$ cat config.mk
export PLATFORM = sky130hd
export DESIGN_NAME = fp_job_queue
export DESIGN_NICKNAME = d
export VERILOG_FILES = /design/src/rtl/fp_job_queue.sv
export SDC_FILE = /design/constraint.sdc
export NUM_CORES = 1
export LEC_CHECK = 0
export CORE_MARGIN = 4
export CORE_UTILIZATION = 54
export CTS_CLUSTER_DIAMETER = 30
export CTS_CLUSTER_SIZE = 14
export DETAILED_ROUTE_END_ITERATION = 10
export PLACE_DENSITY = 0.72
export SYNTH_ARGS = -nofsm -noshare
export SYNTH_HDL_FRONTEND = slang
export SYNTH_SLANG_ARGS = --single-unit
$ cat constraint.sdc
create_clock -name clk -period 11.1 [get_ports clk]
set_input_delay 1.11 -clock clk [delete_from_list [all_inputs] [get_ports clk]]
set_output_delay 1.11 -clock clk [all_outputs]
set_load 0.01 [all_outputs]
$ cat src/rtl/fp_job_queue.sv
// fp_job_queue -- Avalon-MM slave that queues floating-point jobs for an
// external fixed-function FP core (dataa/datab/n/start/done handshake).
//
// Jobs are built by writing OPA then OPB; the OPB write pushes
// {A, B, opcode} into a command FIFO. Jobs issue to the core one per cycle
// while result-FIFO credit remains, and results come back in order into a
// result FIFO read through the RESULT register.
//
// Ports:
//   clk, reset                 single clock, synchronous active-low reset
//   slaveaddress/write/...     Avalon-MM slave (registered read data,
//                              readdatavalid one cycle after each read,
//                              waitrequest only on an OPB write to a full
//                              command FIFO)
//   core_dataa/datab/n/start   job issue towards the FP core
//   core_done/core_result      in-order completion from the FP core
//
// Register map (word addresses):
//   0 OPA  1 OPB(push)  2 CTRL(opcode, bit8 flush results, bit9 clear
//   stickies)  3 STATUS  4 RESULT(pop)  5 DONECNT  6-7 read as 0
module fp_job_queue #(
    parameter int DATA_W = 32,
    parameter int DEPTH  = 8,
    parameter int OPC_W  = 8
) (
    input  logic              clk,
    input  logic              reset,
    input  logic [2:0]        slaveaddress,
    input  logic              slavewrite,
    input  logic [DATA_W-1:0] slavewritedata,
    input  logic              slaveread,
    output logic [DATA_W-1:0] slavereaddata,
    output logic              slavereaddatavalid,
    output logic              slavewaitrequest,
    output logic [DATA_W-1:0] core_dataa,
    output logic [DATA_W-1:0] core_datab,
    output logic [OPC_W-1:0]  core_n,
    output logic              core_start,
    input  logic              core_done,
    input  logic [DATA_W-1:0] core_result
);
    localparam int AW  = $clog2(DEPTH);
    localparam int CW  = AW + 1;
    localparam int CW1 = CW + 1;
    localparam int EW  = 2 * DATA_W + OPC_W;
    localparam logic [OPC_W-1:0] OPC_RESET = OPC_W'(253);

    // Storage: small FIFOs read asynchronously so the head is available
    // in the issue cycle without an extra pipeline stage.
    logic [EW-1:0]     cmd_mem [DEPTH];
    logic [DATA_W-1:0] res_mem [DEPTH];

    logic [AW-1:0]     cmd_wr_reg, cmd_rd_reg, res_wr_reg, res_rd_reg;
    logic [CW-1:0]     cmd_count_reg, res_count_reg, in_flight_reg;
    logic [DATA_W-1:0] opa_reg, opb_reg, done_cnt_reg;
    logic [DATA_W-1:0] dataa_reg, datab_reg;
    logic [OPC_W-1:0]  opcode_reg, n_reg;
    logic              underflow_reg, spurious_reg;

    logic              cmd_full, wr_opa, push, wr_ctrl, flush, clear_sticky;
    logic              issue, rd_result, pop, underflow_evt, complete, spurious_evt;
    logic [CW1-1:0]    credit_sum;
    logic [EW-1:0]     head;
    logic              busy;
    logic [31:0]       status_word;
    logic [DATA_W-1:0] read_value;

    assign cmd_full      = (cmd_count_reg == CW'(DEPTH));
    assign wr_opa        = slavewrite && (slaveaddress == 3'd0);
    assign push          = slavewrite && (slaveaddress == 3'd1) && !cmd_full;
    assign wr_ctrl       = slavewrite && (slaveaddress == 3'd2);
    assign flush         = wr_ctrl && slavewritedata[8];
    assign clear_sticky  = wr_ctrl && slavewritedata[9];
    assign slavewaitrequest = slavewrite && (slaveaddress == 3'd1) && cmd_full;

    // Credit check: every job in flight already owns a result-FIFO slot,
    // so a completion can never find the result FIFO full.
    assign credit_sum    = {1'b0, in_flight_reg} + {1'b0, res_count_reg};
    assign issue         = (cmd_count_reg != '0) && (credit_sum < CW1'(DEPTH));

    assign rd_result     = slaveread && (slaveaddress == 3'd4);
    assign pop           = rd_result && (res_count_reg != '0);
    assign underflow_evt = rd_result && (res_count_reg == '0);
    assign complete      = core_done && (in_flight_reg != '0);
    assign spurious_evt  = core_done && (in_flight_reg == '0);

    assign head = cmd_mem[cmd_rd_reg];

    // Core operands follow the FIFO head in the issue cycle and hold the
    // last issued job otherwise.
    assign core_start = issue;
    assign core_dataa = issue ? head[EW-1 -: DATA_W]   : dataa_reg;
    assign core_datab = issue ? head[OPC_W +: DATA_W]  : datab_reg;
    assign core_n     = issue ? head[OPC_W-1:0]        : n_reg;

    assign busy = (cmd_count_reg != '0) || (in_flight_reg != '0) || (res_count_reg != '0);
    assign status_word = {5'd0, busy, spurious_reg, underflow_reg,
                          8'(in_flight_reg), 8'(res_count_reg), 8'(cmd_count_reg)};

    always_comb begin
        read_value = '0;
        case (slaveaddress)
            3'd0: read_value = opa_reg;
            3'd1: read_value = opb_reg;
            3'd2: read_value = DATA_W'(opcode_reg);
            3'd3: read_value = DATA_W'(status_word);
            3'd4: if (res_count_reg != '0) read_value = res_mem[res_rd_reg];
            3'd5: read_value = done_cnt_reg;
            default: read_value = '0;
        endcase
    end

    always_ff @(posedge clk) begin
        if (push)
            cmd_mem[cmd_wr_reg] <= {opa_reg, slavewritedata, opcode_reg};
        if (complete)
            res_mem[res_wr_reg] <= core_result;
    end

    always_ff @(posedge clk) begin
        if (!reset) begin
            cmd_wr_reg         <= '0;
            cmd_rd_reg         <= '0;
            res_wr_reg         <= '0;
            res_rd_reg         <= '0;
            cmd_count_reg      <= '0;
            res_count_reg      <= '0;
            in_flight_reg      <= '0;
            opa_reg            <= '0;
            opb_reg            <= '0;
            done_cnt_reg       <= '0;
            dataa_reg          <= '0;
            datab_reg          <= '0;
            opcode_reg         <= OPC_RESET;
            n_reg              <= OPC_RESET;
            underflow_reg      <= 1'b0;
            spurious_reg       <= 1'b0;
            slavereaddata      <= '0;
            slavereaddatavalid <= 1'b0;
        end else begin
            if (wr_opa)
                opa_reg <= slavewritedata;
            if (push) begin
                opb_reg    <= slavewritedata;
                cmd_wr_reg <= cmd_wr_reg + AW'(1);
            end
            if (wr_ctrl)
                opcode_reg <= slavewritedata[OPC_W-1:0];
            if (issue) begin
                cmd_rd_reg <= cmd_rd_reg + AW'(1);
                dataa_reg  <= head[EW-1 -: DATA_W];
                datab_reg  <= head[OPC_W +: DATA_W];
                n_reg      <= head[OPC_W-1:0];
            end
            cmd_count_reg <= cmd_count_reg + CW'(push) - CW'(issue);
            in_flight_reg <= in_flight_reg + CW'(issue) - CW'(complete);

            // Flush empties the result FIFO first; a completion in the same
            // cycle then lands as the only entry.
            res_wr_reg <= res_wr_reg + AW'(complete);
            if (flush) begin
                res_rd_reg    <= res_wr_reg;
                res_count_reg <= CW'(complete);
            end else begin
                res_rd_reg    <= res_rd_reg + AW'(pop);
                res_count_reg <= res_count_reg + CW'(complete) - CW'(pop);
            end
            done_cnt_reg <= done_cnt_reg + DATA_W'(complete);

            // New events win over a clear issued in the same cycle.
            if (underflow_evt)
                underflow_reg <= 1'b1;
            else if (clear_sticky)
                underflow_reg <= 1'b0;
            if (spurious_evt)
                spurious_reg <= 1'b1;
            else if (clear_sticky)
                spurious_reg <= 1'b0;

            slavereaddata      <= slaveread ? read_value : '0;
            slavereaddatavalid <= slaveread;
        end
    end
endmodule

* Word-level counts from Yosys, hierarchy flattened *
Memories as Yosys holds them, arrays and structs flattened. A register that Yosys moved wholly into a read port is not among the register bits.
Cells that the tools add are included.

operators by class
  add/subtract/negate cells = 12
  order comparisons = 1
  eq/ne operators = 6
  multiplexer cells = 17
  bitwise gates (word level) = 1
  reductions and logical operators = 26

operators by type and width
  kind                   number
  $pmux W32 S6           1
  $mux W32               3
  $add A32 B1 Y32        1
  $logic_and A1 B1 Y1    13
  $add A4 B1 Y4          3
  $mux W3                4
  $reduce_bool A4 Y1     3
  $sub A4 B1 Y4          3
  $logic_not A4 Y1       2
  $mux W1                8
  $mux W8                1
  $add A3 B1 Y3          2
  $add A3 B1 Y3 const B  2
  $eq A3 B2 Y1 const B   2
  $eq A3 B3 Y1 const B   2
  $add A4 B4 Y5          1
  $lt A5 B4 Y1 const B   1
  $eq A4 B4 Y1 const B   1
  $reduce_bool A2 Y1     2
  $eq A3 B1 Y1 const B   1
  $logic_not A3 Y1       1
  $logic_or A1 B1 Y1     2
  $reduce_and A2 Y1      1
  $reduce_or A2 Y1       1
  2 further kinds        2

storage, ports and cells
  register bits = 235
  RAM bits = 832
  bits of input ports = 72
  output and inout bits = 107
  word-level logic and storage cells = 84
  memories kept = 2

memories
  name     depth  bits a word  rd ports  clocked after Yosys merged registers in  wr ports  line  RTL
  cmd_mem  8      72           1         1                                        1         50    logic [EW-1:0] cmd_mem [DEPTH];
  res_mem  8      32           1         1                                        1         51    logic [DATA_W-1:0] res_mem [DEPTH];

* Longest topological paths before layout *
  word-level depth = 6
  gate-level depth with buffers = 14

* Worst setup path before layout *
No wires, ideal clock.

  kind = input -> register
  start = input port slaveaddress[2]
  end = memory cmd_mem[1][0] (netlist bit) (enable)
  setup time = 0.705 ns
  data arrival time = 9.340 ns
  setup slack = 1.055 ns
  cell stages on the path = 6
  buffers on the path = 2
  cells stage by stage = clkbuf_1 -> nor2b_1 -> and3_1 -> buf_2 -> inv_2 -> nor4b_1

on the way
  word-level cells in the longest chain between the ends = 5

ends and longest elaborated chain
  element                           line  RTL
  from (decl)                       28    input logic [2:0] slaveaddress,
  $eq A3 B1 Y1                      70    assign push = slavewrite && (slaveaddress == 3'd1) && !cmd_full;
  $logic_and A1 B1 Y1 (2 in a row)  70
  $mux W1                           114   if (push)
  $mux W1 (not written as such)     115   cmd_mem[cmd_wr_reg] <= {opa_reg, slavewritedata, opcode_reg};
  to (decl)                         50

No other way between the ends.

==> results.md <==
STA:
- Timing would allow up to 173 MHz.
- Measured against its own limit, the worst slew margin works out to 0.283.
- The number of pins exceeding their max-slew limit in the final report is 0.
- The clock tree skew after final layout is 0.0377 ns.
- The worst-case hold slack is 0.456 ns.
- The share of the clock period used by the worst path after layout is 0.519.
- The worst setup margin is 5.33 ns.
- The transition time at the pin with the least slew margin is 1.08 ns.
- The setup violation total in the final timing report is 0.
- Setup repair after global routing left no endpoint under its margin.
- The summed negative setup slack over all endpoints is 0 ns.
- The routed design could run at a clock period as short as 5.77 ns.
- The number of failing hold endpoints at the final stage is 0.

Finish:
- The register with the most flip-flops is cmd_mem.
- The largest registers in the layout are cmd_mem x576, res_mem x256.
- Once layout is done, the placed cells without fillers occupy 49900 um2.
- The post-route core utilization is 0.666.
- The register with the most flip-flops in the layout has 576 of them.
- The area added between synthesis and finish is 21.5%.
- The non-filler instance count after layout is 3807.
- After filler insertion, the fill cell instance count of the layout stands at 4820.
- In the final layout, the share of cells above drive strength 1 is 0.211.
- The number of nets in the final layout is 2791.

Synthesis:
- Ranked by total cell area, the synthesized netlist is headed by sky130_fd_sc_hd__edfxtp_1 (61%), sky130_fd_sc_hd__dfxtp_1 (12%), sky130_fd_sc_hd__mux4_2 (11%).
- The share of flip-flops with an asynchronous set or reset is 0.
- Yosys mapped a number of flops with a built-in enable equal to 832.
- The number of different library cells in the post-synthesis netlist is 55.
- The top flip-flop cell by instance count after synthesis is sky130_fd_sc_hd__edfxtp_1.
- The number of synthesis warnings is 0.
- The post-synthesis instance area is 41100 um2.
- The number of synthesized register bits is 1070.
- The share of synthesized area in the top cell type comes to 0.608.
- The biggest area contributor in the post-synthesis netlist is sky130_fd_sc_hd__edfxtp_1.
- The post-synthesis average cell area is 16.8 um2.
- The proportion of synthesized chip area in sequential cells is 0.724.
- Counting every instance in the synthesized netlist gives 2441.
- The net count after synthesis is 2543.

Clock tree:
- The count of hold-fix buffers inserted at cts is 0.
- In this run, CTS created clock tree buffers numbering 168.
- The level count of the clock H-tree is 4.
- The library cell used as clock root buffer is sky130_fd_sc_hd__clkbuf_16.
- The clock passes through at most 3 buffers.
- Once the clock tree was built, the resizer swapped 0 gates to a different size.
- TritonCTS built the clock tree.
- Clock-pin slew was measured on the worst setup and hold paths at 0.06 ns.
- The number of sinks handled by clock tree synthesis is 1070.
- The clock insertion delay at the later pin of the skew report is 0.74 ns.
- Post-CTS timing repair inserted 0 buffers for setup.

Routing:
- The number of design rule violations left after detail routing is 0.
- The mean routed wirelength per cell is 24.7 um.
- For this run, the detailed router's first-pass iteration total came to 5.
- The detail route stage leaves a number of antenna-violating nets equal to 0.
- The post-detailed-routing wire length is 94.1 mm.
- The detailed-route via count is 22900.
- The post-detailed-route via-to-cell ratio is 6.00.
- The detailed router finished its first iteration with 2136 violations.

Setup path:
- The worst endpoint data arrival time is 4.66 ns.
- STA classifies the critical path startpoint as a flip-flop.
- The maximum cell stage delay along the critical path is 1.04 ns.
- The critical path is of the reg -> out type.
- The cell with the largest stage delay on the worst path is sky130_fd_sc_hd__dfxtp_4.
- Walking the worst path, the cells encountered are buf_4 -> mux4_2 -> nor2b_1 -> a211oi_1 -> nor2_1 -> clkdlybuf4s50_1.
- The startpoint identified for the worst register-to-register timing path is cmd_count_reg[2].
- The critical path required time is 9.99 ns.
- STA classifies the critical path endpoint as an output pin.
- Setup slack on the worst reg-to-reg path comes out at 6.74 ns.
- The number of cell instances on the worst register-to-register path is 14.
- The endpoint of the lowest-slack register-to-register path is cmd_count_reg[2].
- The largest fanout on the critical path is 52.

Worst hold path:
- The worst hold path terminates at opb_reg[26].
- The kind of path behind the tightest hold check is reg -> reg.
- The worst hold path cell count is 2.
- In this run the most critical hold path is launched from opb_reg[26].

Global route:
- The total routing usage reported by global routing is 0.235.
- The layer flagged by global routing as most heavily used is met2.
- The routing usage on met3 is 0.0496.
- The first-pass GRT wire length is 144 mm.
- Entering global routing, the biggest net connects 94 pins.
- For this run, global-route usage on met1 was measured as 0.314.
- The total overflow left after global routing is 0.
- For met2 alone, demand over resource in global routing was 0.389.
- The number of global-route vias before repair was 23800.
- The number of antenna violations at the first check in global routing came to 5.

Place:
- OpenSTA, run right after detailed placement, puts the worst setup slack at 6.04 ns.
- The wire-length estimate of the detail-placed layout is 52.7 mm.
- The final RePlAce weighted congestion is 0.781.
- The area of placed instances is 43900 um2.
- The cell count after placement is 3488.
- The number of I/O port buffers is 178.

Die:
- The vertical extent of the die is 284 um.
- The core area is 74900 um2.
- The die area is 80500 um2.
- The initial utilization of the core area, before any placement, comes to 0.548.
- For this design the top-level I/O count stands at 179.
- The die boundary width is 284 um.
- The number of standard-cell rows in the floorplan is 100.

Pwr:
- The leakage power total is 16.3 nW.
- The design draws 12.8 mW.
- The worst-case IR drop observed on VDD is 149 uV.
- In this run the power density over the cells is 256 nW/um2.

Outcome:
- The flow ran to the end, and the final reports show no timing, DRC or antenna violations.

Job:
- Across the run, the number of max-cap violations was 0.
## critical path, delay by kind of cell (launching register included)
kind,cells,cell delay [ns]
buffers and inverters,2,1.33
flip-flops,1,1.04
AO/OA/AOI/OAI,1,0.69
multiplexers,1,0.58
AND/OR/NAND/NOR,2,0.23
## where the power goes
| part | leakage, nW | internal [mW] | switching (mW) |
|---|---|---|---|
| clock | 2.90 | 3.48 | 1.94 |
| sequential | 9.56 | 4.54 | 0.166 |
| combinational | 3.80 | 1.27 | 1.39 |
## final cells by class
cell class,instances,area (um2),share of cell area
diodes,3,7.51,0.000150
clock buffers,196,4430,0.0888
clock inverters,120,1570,0.0314
inverters,29,114,0.00228
multi-input cells,1196,10700,0.214
flip-flops and latches,1070,29800,0.597
well taps,969,1210,0.0243
repair buffers,224,2120,0.0424
## kinds of logic after synthesis
family / count (synthesis) / synth area share
flip-flops: 1070 / 0.724
AND/OR/NAND/NOR: 580 / 0.0655
multiplexers: 283 / 0.133
AO/OA/AOI/OAI: 281 / 0.0447
buffers and inverters: 175 / 0.0178
adder cells (fa/ha/maj): 30 / 0.00969
XOR/XNOR: 22 / 0.00469
## worst max-delay path by stage
stage	slack [ns]	depth (start not counted)	from	endpoint
after CTS	5.17	6	flip-flop	core_datab[9]
after floorplan	1.05	6	slaveaddress[2]	cmd_mem[1][0]
after detailed placement	6.04	6	flip-flop	core_dataa[2]
final	5.33	6	flip-flop	core_datab[9]
after global routing	4.97	6	flip-flop	core_datab[9]
after global placement	6.02	6	flip-flop	core_dataa[17]
## layout by cell type, fill, tap and decap left out, types with 69 or more instances in the layout
cell type and n:
sky130_fd_sc_hd__nor2_1 160, sky130_fd_sc_hd__dfxtp_1 232, sky130_fd_sc_hd__mux4_2 209, sky130_fd_sc_hd__clkdlybuf4s50_1 176, sky130_fd_sc_hd__nand2_1 184, sky130_fd_sc_hd__clkbuf_16 170, sky130_fd_sc_hd__nor3_1 69, sky130_fd_sc_hd__edfxtp_1 832
sky130_fd_sc_hd__a21oi_1 93, sky130_fd_sc_hd__nor2b_1 70
## per-layer routing
layer / part of all wire / up-vias
li1: - / 10100
met1: 0.40 / 11700
met2: 0.50 / 877
met3: 0.074 / 172
met4: 0.026 / 4
met5: 0.00026 / -
## Yosys cell counts (3+ instances only)
cell type	instances
sky130_fd_sc_hd__buf_2	36
sky130_fd_sc_hd__nand2b_1	3
sky130_fd_sc_hd__xnor2_1	18
sky130_fd_sc_hd__inv_1	26
sky130_fd_sc_hd__o31ai_1	8
sky130_fd_sc_hd__nor3_1	76
sky130_fd_sc_hd__a21o_1	3
sky130_fd_sc_hd__o211ai_1	9
sky130_fd_sc_hd__a22oi_1	19
sky130_fd_sc_hd__a21oi_1	93
sky130_fd_sc_hd__nor3b_1	4
sky130_fd_sc_hd__nor2_1	164
sky130_fd_sc_hd__o21ai_0	18
sky130_fd_sc_hd__nand4_1	7
sky130_fd_sc_hd__ha_1	27
sky130_fd_sc_hd__xor2_1	4
sky130_fd_sc_hd__a211oi_1	66
sky130_fd_sc_hd__a2bb2oi_1	28
sky130_fd_sc_hd__or4_1	8
sky130_fd_sc_hd__edfxtp_1	832
sky130_fd_sc_hd__mux4_2	209
sky130_fd_sc_hd__mux2_2	18
sky130_fd_sc_hd__buf_6	3
sky130_fd_sc_hd__o22ai_1	31
sky130_fd_sc_hd__nand2_1	184
sky130_fd_sc_hd__nor4_1	7
sky130_fd_sc_hd__nand3_1	20
sky130_fd_sc_hd__nor2b_1	70
sky130_fd_sc_hd__clkbuf_1	91
sky130_fd_sc_hd__or3_1	9
sky130_fd_sc_hd__buf_1	14
sky130_fd_sc_hd__dfxtp_1	238
sky130_fd_sc_hd__and2_1	11
sky130_fd_sc_hd__mux2i_1	56
sky130_fd_sc_hd__fa_1	3
(Power assumes the default switching activity.)
